[src/rtl/uart_cmd_resp_if.sv]
// Host command link bundle: serial pins plus the command/response handshake
// between this responder and the LA command processor.
interface uart_cmd_resp_if;
    logic        RX;
    logic        TX;
    logic [15:0] cmd;
    logic        cmd_rdy;
    logic        clr_cmd_rdy;
    logic        send_resp;
    logic [7:0]  resp;
    logic        resp_sent;

    modport slave (
        input  RX, clr_cmd_rdy, send_resp, resp,
        output TX, cmd, cmd_rdy, resp_sent
    );

    modport master (
        output RX, clr_cmd_rdy, send_resp, resp,
        input  TX, cmd, cmd_rdy, resp_sent
    );
endinterface

[src/rtl/uart_cmd_resp.sv]
// UART command responder: two-byte command assembly (high byte first) and 8-bit
// response serializer. Optional high/low byte timeout is built only with CMD_TIMEOUT_EN.
module uart_cmd_resp #(
    parameter int BAUD_DIV       = 109,
    parameter int TIMEOUT_CYCLES = 2000000
) (
    input  logic           clk,
    input  logic           rst_n,
    uart_cmd_resp_if.slave bus
);
    localparam logic [6:0] BAUD_LAST = 7'(BAUD_DIV - 1);
    localparam logic [6:0] HALF_LAST = 7'(BAUD_DIV / 2 - 1);

    if (BAUD_DIV < 4 || BAUD_DIV > 128 || TIMEOUT_CYCLES < 2) begin : g_bad_cfg
        $error("uart_cmd_resp: BAUD_DIV must be 4..128 and TIMEOUT_CYCLES >= 2");
    end

    // ------------------------------------------------------------------
    // RX synchronizer and falling-edge detect (all preset to line idle)
    // ------------------------------------------------------------------
    logic rx_meta_q, rx_sync_q, rx_prev_q;
    logic rx_fall;

    always_ff @(posedge clk or negedge rst_n) begin
        if (!rst_n) begin
            rx_meta_q <= 1'b1;
            rx_sync_q <= 1'b1;
            rx_prev_q <= 1'b1;
        end else begin
            rx_meta_q <= bus.RX;
            rx_sync_q <= rx_meta_q;
            rx_prev_q <= rx_sync_q;
        end
    end

    assign rx_fall = rx_prev_q & ~rx_sync_q;

    // ------------------------------------------------------------------
    // RX byte FSM
    // ------------------------------------------------------------------
    typedef enum logic [1:0] {RX_IDLE, RX_START, RX_DATA, RX_STOP} rx_state_t;

    rx_state_t  rx_state_q, rx_state_d;
    logic [6:0] rx_baud_q, rx_baud_d;
    logic [3:0] rx_bit_q, rx_bit_d;
    logic [7:0] rx_shift_q, rx_shift_d;
    logic       rx_start_ok;
    logic       rx_byte_ok;

    always_ff @(posedge clk or negedge rst_n) begin
        if (!rst_n) begin
            rx_state_q <= RX_IDLE;
            rx_baud_q  <= '0;
            rx_bit_q   <= '0;
            rx_shift_q <= '0;
        end else begin
            rx_state_q <= rx_state_d;
            rx_baud_q  <= rx_baud_d;
            rx_bit_q   <= rx_bit_d;
            rx_shift_q <= rx_shift_d;
        end
    end

    always_comb begin
        rx_state_d = rx_state_q;
        rx_baud_d  = rx_baud_q;
        rx_bit_d   = rx_bit_q;
        rx_shift_d = rx_shift_q;
        case (rx_state_q)
            RX_IDLE: begin
                if (rx_fall) begin
                    rx_state_d = RX_START;
                    rx_baud_d  = '0;
                end
            end
            RX_START: begin
                // Mid-start-bit check: a line already back high was only a glitch
                if (rx_baud_q == HALF_LAST) begin
                    rx_baud_d  = '0;
                    rx_bit_d   = '0;
                    rx_state_d = rx_sync_q ? RX_IDLE : RX_DATA;
                end else begin
                    rx_baud_d = rx_baud_q + 7'd1;
                end
            end
            RX_DATA: begin
                if (rx_baud_q == BAUD_LAST) begin
                    rx_baud_d  = '0;
                    rx_shift_d = {rx_sync_q, rx_shift_q[7:1]};
                    if (rx_bit_q == 4'd7) begin
                        rx_state_d = RX_STOP;
                    end else begin
                        rx_bit_d = rx_bit_q + 4'd1;
                    end
                end else begin
                    rx_baud_d = rx_baud_q + 7'd1;
                end
            end
            RX_STOP: begin
                if (rx_baud_q == BAUD_LAST) begin
                    rx_baud_d  = '0;
                    rx_state_d = RX_IDLE;
                end else begin
                    rx_baud_d = rx_baud_q + 7'd1;
                end
            end
            default: rx_state_d = RX_IDLE;
        endcase
    end

    always_comb begin
        rx_start_ok = (rx_state_q == RX_START) && (rx_baud_q == HALF_LAST) && !rx_sync_q;
        rx_byte_ok  = (rx_state_q == RX_STOP)  && (rx_baud_q == BAUD_LAST) &&  rx_sync_q;
    end

    // ------------------------------------------------------------------
    // Byte assembler FSM
    // ------------------------------------------------------------------
    typedef enum logic {ASM_HIGH, ASM_LOW} asm_state_t;

    asm_state_t  asm_state_q, asm_state_d;
    logic [7:0]  hi_byte_q, hi_byte_d;
    logic [15:0] cmd_q, cmd_d;
    logic        cmd_rdy_q, cmd_rdy_d;
    logic        asm_timeout;

`ifdef CMD_TIMEOUT_EN
    localparam int              TO_W    = $clog2(TIMEOUT_CYCLES + 1);
    localparam logic [TO_W-1:0] TO_LAST = TO_W'(TIMEOUT_CYCLES - 1);

    logic [TO_W-1:0] to_cnt_q, to_cnt_d;

    always_ff @(posedge clk or negedge rst_n) begin
        if (!rst_n) begin
            to_cnt_q <= '0;
        end else begin
            to_cnt_q <= to_cnt_d;
        end
    end

    // Held at zero outside LOW so every entry to LOW starts a fresh window
    always_comb begin
        to_cnt_d = to_cnt_q;
        if (asm_state_q != ASM_LOW) begin
            to_cnt_d = '0;
        end else if (to_cnt_q != TO_LAST) begin
            to_cnt_d = to_cnt_q + TO_W'(1);
        end
    end

    assign asm_timeout = (asm_state_q == ASM_LOW) && (to_cnt_q == TO_LAST);
`else
    assign asm_timeout = 1'b0;
`endif

    always_ff @(posedge clk or negedge rst_n) begin
        if (!rst_n) begin
            asm_state_q <= ASM_HIGH;
            hi_byte_q   <= '0;
            cmd_q       <= '0;
            cmd_rdy_q   <= 1'b0;
        end else begin
            asm_state_q <= asm_state_d;
            hi_byte_q   <= hi_byte_d;
            cmd_q       <= cmd_d;
            cmd_rdy_q   <= cmd_rdy_d;
        end
    end

    always_comb begin
        asm_state_d = asm_state_q;
        case (asm_state_q)
            ASM_HIGH: if (rx_byte_ok) asm_state_d = ASM_LOW;
            ASM_LOW:  if (rx_byte_ok || asm_timeout) asm_state_d = ASM_HIGH;
            default:  asm_state_d = ASM_HIGH;
        endcase
    end

    always_comb begin
        hi_byte_d = hi_byte_q;
        cmd_d     = cmd_q;
        cmd_rdy_d = cmd_rdy_q;
        if (bus.clr_cmd_rdy || (rx_start_ok && asm_state_q == ASM_HIGH)) begin
            cmd_rdy_d = 1'b0;
        end
        // Set is evaluated last so it wins over a same-cycle clear
        if (rx_byte_ok) begin
            if (asm_state_q == ASM_HIGH) begin
                hi_byte_d = rx_shift_q;
            end else begin
                cmd_d     = {hi_byte_q, rx_shift_q};
                cmd_rdy_d = 1'b1;
            end
        end
    end

    assign bus.cmd     = cmd_q;
    assign bus.cmd_rdy = cmd_rdy_q;

    // ------------------------------------------------------------------
    // TX response FSM
    // ------------------------------------------------------------------
    typedef enum logic {TX_IDLE, TX_XMIT} tx_state_t;

    tx_state_t  tx_state_q, tx_state_d;
    logic [9:0] tx_shift_q, tx_shift_d;
    logic [6:0] tx_baud_q, tx_baud_d;
    logic [3:0] tx_bit_q, tx_bit_d;
    logic       resp_sent_q, resp_sent_d;
    logic       tx_last;

    always_ff @(posedge clk or negedge rst_n) begin
        if (!rst_n) begin
            tx_state_q  <= TX_IDLE;
            tx_shift_q  <= '1;
            tx_baud_q   <= '0;
            tx_bit_q    <= '0;
            resp_sent_q <= 1'b0;
        end else begin
            tx_state_q  <= tx_state_d;
            tx_shift_q  <= tx_shift_d;
            tx_baud_q   <= tx_baud_d;
            tx_bit_q    <= tx_bit_d;
            resp_sent_q <= resp_sent_d;
        end
    end

    assign tx_last = (tx_baud_q == BAUD_LAST) && (tx_bit_q == 4'd9);

    always_comb begin
        tx_state_d = tx_state_q;
        case (tx_state_q)
            TX_IDLE: if (bus.send_resp) tx_state_d = TX_XMIT;
            TX_XMIT: if (tx_last) tx_state_d = TX_IDLE;
            default: tx_state_d = TX_IDLE;
        endcase
    end

    // Shift register fills with ones so TX comes straight off a flop and idles high
    always_comb begin
        tx_shift_d  = tx_shift_q;
        tx_baud_d   = tx_baud_q;
        tx_bit_d    = tx_bit_q;
        resp_sent_d = resp_sent_q;
        case (tx_state_q)
            TX_IDLE: begin
                if (bus.send_resp) begin
                    tx_shift_d  = {1'b1, bus.resp, 1'b0};
                    tx_baud_d   = '0;
                    tx_bit_d    = '0;
                    resp_sent_d = 1'b0;
                end
            end
            TX_XMIT: begin
                if (tx_baud_q == BAUD_LAST) begin
                    tx_baud_d  = '0;
                    tx_shift_d = {1'b1, tx_shift_q[9:1]};
                    if (tx_bit_q == 4'd9) begin
                        resp_sent_d = 1'b1;
                    end else begin
                        tx_bit_d = tx_bit_q + 4'd1;
                    end
                end else begin
                    tx_baud_d = tx_baud_q + 7'd1;
                end
            end
            default: ;
        endcase
    end

    assign bus.TX        = tx_shift_q[0];
    assign bus.resp_sent = resp_sent_q;

endmodule

[src/flat_wrapper.sv]
// flat-port wrapper written by rule: the top's interface ports become plain ports
module uart_cmd_resp_flat 
#(
    parameter int BAUD_DIV       = 109,
    parameter int TIMEOUT_CYCLES = 2000000
)
  (clk, rst_n, bus_RX, bus_clr_cmd_rdy, bus_send_resp, bus_resp, bus_TX, bus_cmd, bus_cmd_rdy, bus_resp_sent);
  uart_cmd_resp_if bus_i ();
  input  logic clk;
  input  logic rst_n;
  input wire logic [$bits(bus_i.RX)-1:0] bus_RX;
  input wire logic [$bits(bus_i.clr_cmd_rdy)-1:0] bus_clr_cmd_rdy;
  input wire logic [$bits(bus_i.send_resp)-1:0] bus_send_resp;
  input wire logic [$bits(bus_i.resp)-1:0] bus_resp;
  output wire logic [$bits(bus_i.TX)-1:0] bus_TX;
  output wire logic [$bits(bus_i.cmd)-1:0] bus_cmd;
  output wire logic [$bits(bus_i.cmd_rdy)-1:0] bus_cmd_rdy;
  output wire logic [$bits(bus_i.resp_sent)-1:0] bus_resp_sent;
  assign bus_i.RX = bus_RX;
  assign bus_i.clr_cmd_rdy = bus_clr_cmd_rdy;
  assign bus_i.send_resp = bus_send_resp;
  assign bus_i.resp = bus_resp;
  assign bus_TX = bus_i.TX;
  assign bus_cmd = bus_i.cmd;
  assign bus_cmd_rdy = bus_i.cmd_rdy;
  assign bus_resp_sent = bus_i.resp_sent;
  uart_cmd_resp #(.BAUD_DIV(BAUD_DIV), .TIMEOUT_CYCLES(TIMEOUT_CYCLES)) u_core (.clk(clk), .rst_n(rst_n), .bus(bus_i));
endmodule
[config.mk]
export PLATFORM = sky130hd
export DESIGN_NAME = uart_cmd_resp_flat
export DESIGN_NICKNAME = d
export VERILOG_FILES = /design/src/rtl/uart_cmd_resp_if.sv /design/src/rtl/uart_cmd_resp.sv /design/src/flat_wrapper.sv
export SDC_FILE = /design/constraint.sdc
export NUM_CORES = 1
export LEC_CHECK = 0
export CAP_MARGIN = 20
export CORE_UTILIZATION = 35
export CTS_BUF_LIST = sky130_fd_sc_hd__clkbuf_8
export DETAILED_ROUTE_END_ITERATION = 10
export PLACE_DENSITY_LB_ADDON = 0.25
export SLEW_MARGIN = 20
export SYNTH_ARGS = -nofsm -noshare
export SYNTH_HDL_FRONTEND = slang
export SYNTH_SLANG_ARGS = --single-unit
[constraint.sdc]
create_clock -name clk -period 5.7 [get_ports clk]
set_input_delay 1.14 -clock clk [delete_from_list [all_inputs] [get_ports clk]]
set_output_delay 1.14 -clock clk [all_outputs]
set_load 0.005 [all_outputs]
# == After elaboration in Yosys (flattened, before gate mapping) ==
# Index checks and enable logic that the tools add are counted.
# word_totals
reg_bits,73
input_bits,13
out_inout_bits,19
# classes
add_sub_neg,4
n_eq_ne,18
n_mux,38
bitwise_logic,4
n_reduce_logical,19
# ops
op,n
$mux W7,5
$mux W4,6
$pmux W7 S3,1
$mux W10,2
$pmux W10 S2,1
$pmux W4 S2,2
$add A7 B1 Y7 const B,2
$eq A7 B7 Y1 const B,2
$pmux W7 S2,1
$mux W2,6
$mux W1,10
$ne A2 B1 Y1 const B,5
$ne A2 B2 Y1 const B,5
$add A4 B1 Y4 const B,2
$pmux W2 S4,1
$reduce_and A2 Y1,4
$eq A7 B6 Y1 const B,1
$logic_and A1 B1 Y1,6
$pmux W1 S2,3
$reduce_and A3 Y1,2
$reduce_and A5 Y1,1
$eq A2 B2 Y1 const B,2
$eq A4 B3 Y1 const B,1
$eq A4 B4 Y1 const B,1
other kinds (9),11

# == Depth between registers and ports, before layout ==
# logic_depth
depth_word,8
ltp_mapped,9
depth_no_buf,7

# == Worst setup path before layout ==
# No wires, ideal clock.
# synth_path
kind,register to register
start,reg u_core.rx_baud_q[4]
end,reg u_core.cmd_q[0] (netlist: u_core.bus.cmd[0])
t_arrival_ns,2.168
t_required_ns,5.575
setup_slack_ns,3.407
stages_incl_launch_ff,9
path_buffers,2
synth_period_minus_slack_ns,2.293
path_cell_list,dfrtp_1 and4b_1 and3_1 nand2_1 nor2_1 ha_1 clkbuf_1 buf_1 mux2_2
# synth_between
elab_chain_len,4
# synth_lines
element,line_no,source
from (decl),uart_cmd_resp.sv:44,"logic [6:0] rx_baud_q, rx_baud_d;"
from (signal assigned),uart_cmd_resp.sv:58,rx_baud_q <= rx_baud_d;
$eq A7 B7 Y1,uart_cmd_resp.sv:113,rx_byte_ok = (rx_state_q == RX_STOP) && (rx_baud_q == BAUD_LAST) && rx_sync_q;
$logic_and A1 B1 Y1 (2 in series),uart_cmd_resp.sv:113,
$reduce_and A2 Y1 (no source line),n/a,
to (signal assigned),uart_cmd_resp.sv:165,cmd_q <= cmd_d;
to (decl),uart_cmd_resp.sv:123,"logic [15:0] cmd_q, cmd_d;"
# Every way passes these cells.
# A chain may end at the register's enable or synchronous reset.

# == Final worst setup path ==
# layout_path
start,reg u_core.tx_shift_q[0]
end,out bus_TX
# layout_lines
element,line_no,source
from (decl),uart_cmd_resp.sv:206,"logic [9:0] tx_shift_q, tx_shift_d;"
from (signal assigned),uart_cmd_resp.sv:221,tx_shift_q <= tx_shift_d;
to (decl),flat_wrapper.sv:15,output wire logic [$bits(bus_i.TX)-1:0] bus_TX;
# No word-level cell between the ends.

==> results.yml <==
detailed_routing:
  vias_per_cell: 5.030
  antenna_left: 0
  vias: 2168
  first_pass_iters: 4
  routedWlPerCell_microns: 13.32
  drt_iter0_markers: 72
  post-route-drc-count: 0
  drt_wl_total_mm: 5.741
clock_network:
  cts_tree: "built"
  cts_hold_buf: 0
  clock_latency_ps: 340
  path_clk_slew_ps: 80
  cts_resized: 0
  post_cts_buffers: 0
  clock_tree.root_cell: "clkbuf_8"
  cts_buffers: 9
  cts_max_level: 3
  cts_buffer_depth: 2
  cts.sinks: 72
min_path:
  hold_path_class: "reg2reg"
  hold_depth: 0
setup_path:
  required_ps: 4560
  worstPathArrival_ps: 1400
  end_kind: "output port"
  cp_top_family: "flip-flops"
  crit_chain: "clkdlybuf4s50_1"
  max_stage_delay_ps: 540
  startpoint_type: "flop"
  rr_worst_depth: 6
  path_buf_inv: 1
  cp_slowest_cell: "dfstp_2"
  crit_type: "reg2out"
  path_depth: 1
  crit_fanout: 3
outcome:
  status: "finished, final reports clean"
finish:
  nets: 341
  seqCellArea_sq_um: 1817
  nFillCells: 832
  diodes: 0
  multi_input_area_sq_um: 1381
  final_area_sq_um: 3913
  synthToLayoutAreaGrowth_pct: 19.12
  mostFrequentLayoutCell: "dfrtp_1"
  layout_common_cells: "dfrtp_1, mux2_2, clkdlybuf4s50_1, nand2_1, o21ai_0"
  drive_above_1_share_pct: 21.05
timing:
  max_freq_mhz: 394.4
  slew_headroom_pct: 44.43
  hold_violations: 0
  tightest_slew_ps: 833.6
  clock_skew_ps: 7.503
  setup_violations: 0
  post-route-period-util_pct: 44.49
  final.setup.tns_ps: 0
  slew_violations: 0
  rsz0062_at_grt: "no"
  fin_crit_ps: 2536
  finalWorstSetupSlack_ps: 3164
job:
  cap_violations: 0
pwr:
  p_sw_uw: 287.1
  swShare_pct: 25.14
  ir_drop_uv: 142.5
  leakagePower_uw: 0.001832
  clkPwrFrac_pct: 38.6
  seqPwrFrac_pct: 49.7
  comb_power_share_pct: 11.7
  pwr_density_cell_nw_per_um2: 291.8
  p_int_uw: 854.7
die:
  die_w_microns: 98.87
  start_util_pct: 36.94
  rows: 34
  dieArea_sq_um: 9775
  pin_count: 32
  die_y_microns: 98.87
  core_area_sq_um: 8891
yosys:
  synth_xor_area_share_pct: 1.600
  syn_avg_cell_area_sq_um: 11.61
  muxShareOfSynthArea_pct: 13.71
  synth-seq-cells: 72
  ys.flop_type: "dfrtp_1"
  syn_inst: 283
  netlist_top_cells_area: "dfrtp_1, mux2_2, dfstp_2"
  synth_top_area_cell: "dfrtp_1"
  async_reset_ff_share_pct: 100.0
  synth_top_area_share_pct: 45.71
  synth_area_sq_um: 3284
  yosysSeqAreaShare_pct: 55.31
  synth_edf_count: 0
  syn_nets: 306
  synth_compound_area_share_pct: 10.10
  synth_top_family_by_area: "multiplexers"
  synth_simple_gate_area_share_pct: 12.84
  yosysUniqueCellTypes: 46
  synth_fa_ha_area_share_pct: 3.810
  yosys_warnings: 0
place:
  place_congestion: 0.7645
  placed_area_sq_um: 3691
  hpwl_mm: 3.974
  numPortBuffers: 31
  pre_cts_slack_ps: 3085
global_route:
  track_usage_pct: 13.17
  first_global_vias: 2197
  grt_overflow_total: 0
  grt_pass1_wl_mm: 10.20
  antenna_found_initial: 0
  grt_max_degree: 51
[flip-flops by register name, summed over array words and instances (netlist names), named ones only]
name,flops
u_core.tx_baud_q,7
u_core.rx_meta_q,1
u_core.rx_shift_q,8
u_core.bus.resp_sent,1
u_core.rx_baud_q,7
u_core.rx_state_q,1
u_core.rx_bit_q,4
u_core.rx_prev_q,1
u_core.tx_bit_q,4
u_core.asm_state_q,1
u_core.tx_state_q,1
u_core.rx_sync_q,1
u_core.hi_byte_q,8
u_core.bus.cmd,16
u_core.tx_shift_q,9
u_core.bus.cmd_rdy,1
[cell usage after synthesis (2+ instances only)]
master / number
nand2_1: 25
mux2i_1: 9
xnor2_1: 5
clkbuf_1: 3
and4b_1: 2
nor2_1: 13
dfrtp_1: 60
ha_1: 10
nand2b_1: 5
nor3b_1: 2
nor2b_1: 4
dfstp_2: 12
buf_2: 3
a22o_1: 2
a21oi_1: 7
inv_1: 12
a31oi_1: 5
mux2_2: 32
and3_1: 4
and2_1: 4
nor3_1: 4
and2b_1: 2
o21ai_0: 25
nand3_1: 11
[metal layers]
layer  part of all wire (%)  up-vias  wire [microns]  track usage [%]
li1                       -     1066               -                -
met1                     48     1060            2772            16.99
met2                     47       38            2701            21.19
met3                    3.8        4             221            4.468
met4                   0.80        0              46            3.444
met5                      0        -               0                0
[through the flow]
stage / cells / util, % / hold WS [ps] / power, uW
4_1_cts: 431 / 44.01 / 359.3 / 1160
5_1_grt: 431 / 44.01 / 371.7 / 1201
2_1_floorplan: 283 / - / 345.2 / 664.3
6_report: 431 / 44.01 / 358.2 / 1142
3_5_place_dp: 415 / 41.51 / 347.8 / 713.5
3_3_place_gp: 415 / 41.51 / 346.5 / 707.0
[worst paths after layout]
path	start	to	slack, ps
setup / recovery	u_core.tx_shift_q[0]$_DFFE_PN1P_	bus_TX	3160
hold / removal	u_core.rx_meta_q$_DFF_PN1_	u_core.rx_sync_q$_DFF_PN1_	360
setup reg to reg	u_core.rx_baud_q[4]$_DFFE_PN0N_	u_core.bus.cmd[3]$_DFFE_PN0P_	3300
hold reg to reg	u_core.rx_meta_q$_DFF_PN1_	u_core.rx_sync_q$_DFF_PN1_	360
max in group asynchronous	rst_n	u_core.bus.cmd[7]$_DFFE_PN0P_	3910
min in group asynchronous	rst_n	u_core.tx_bit_q[3]$_DFFE_PN0P_	770
[final cells by class]
type	count	share of cell area (%)
sequential	72	46.43
multi-input combinational	191	35.31
tap	108	3.454
timing repair buffer	32	7.995
clock inverter	6	2.143
inverter	12	1.151
clock buffer	10	3.518
[power groups by stage]
| stage | clock, uW | sequential (uW) | combinational (uW) |
|---|---|---|---|
| floorplan | 0 | 569 | 95.6 |
| global placement | 0 | 576 | 131 |
| detailed placement | 0 | 576 | 137 |
| CTS | 456 | 567 | 137 |
| global route | 473 | 573 | 156 |
| finish | 441 | 567 | 134 |
[cells by family (layout without fill, tap and decap cells)]
logic type,count (synthesis),in the layout
XOR/XNOR,6,6
AND/OR/NAND/NOR,82,82
AO/OA/AOI/OAI,52,52
buffers and inverters,20,60
multiplexers,41,41
flip-flops,72,72
adder cells (fa/ha/maj),10,10
Note: power is estimated with default switching activity, not from simulation.
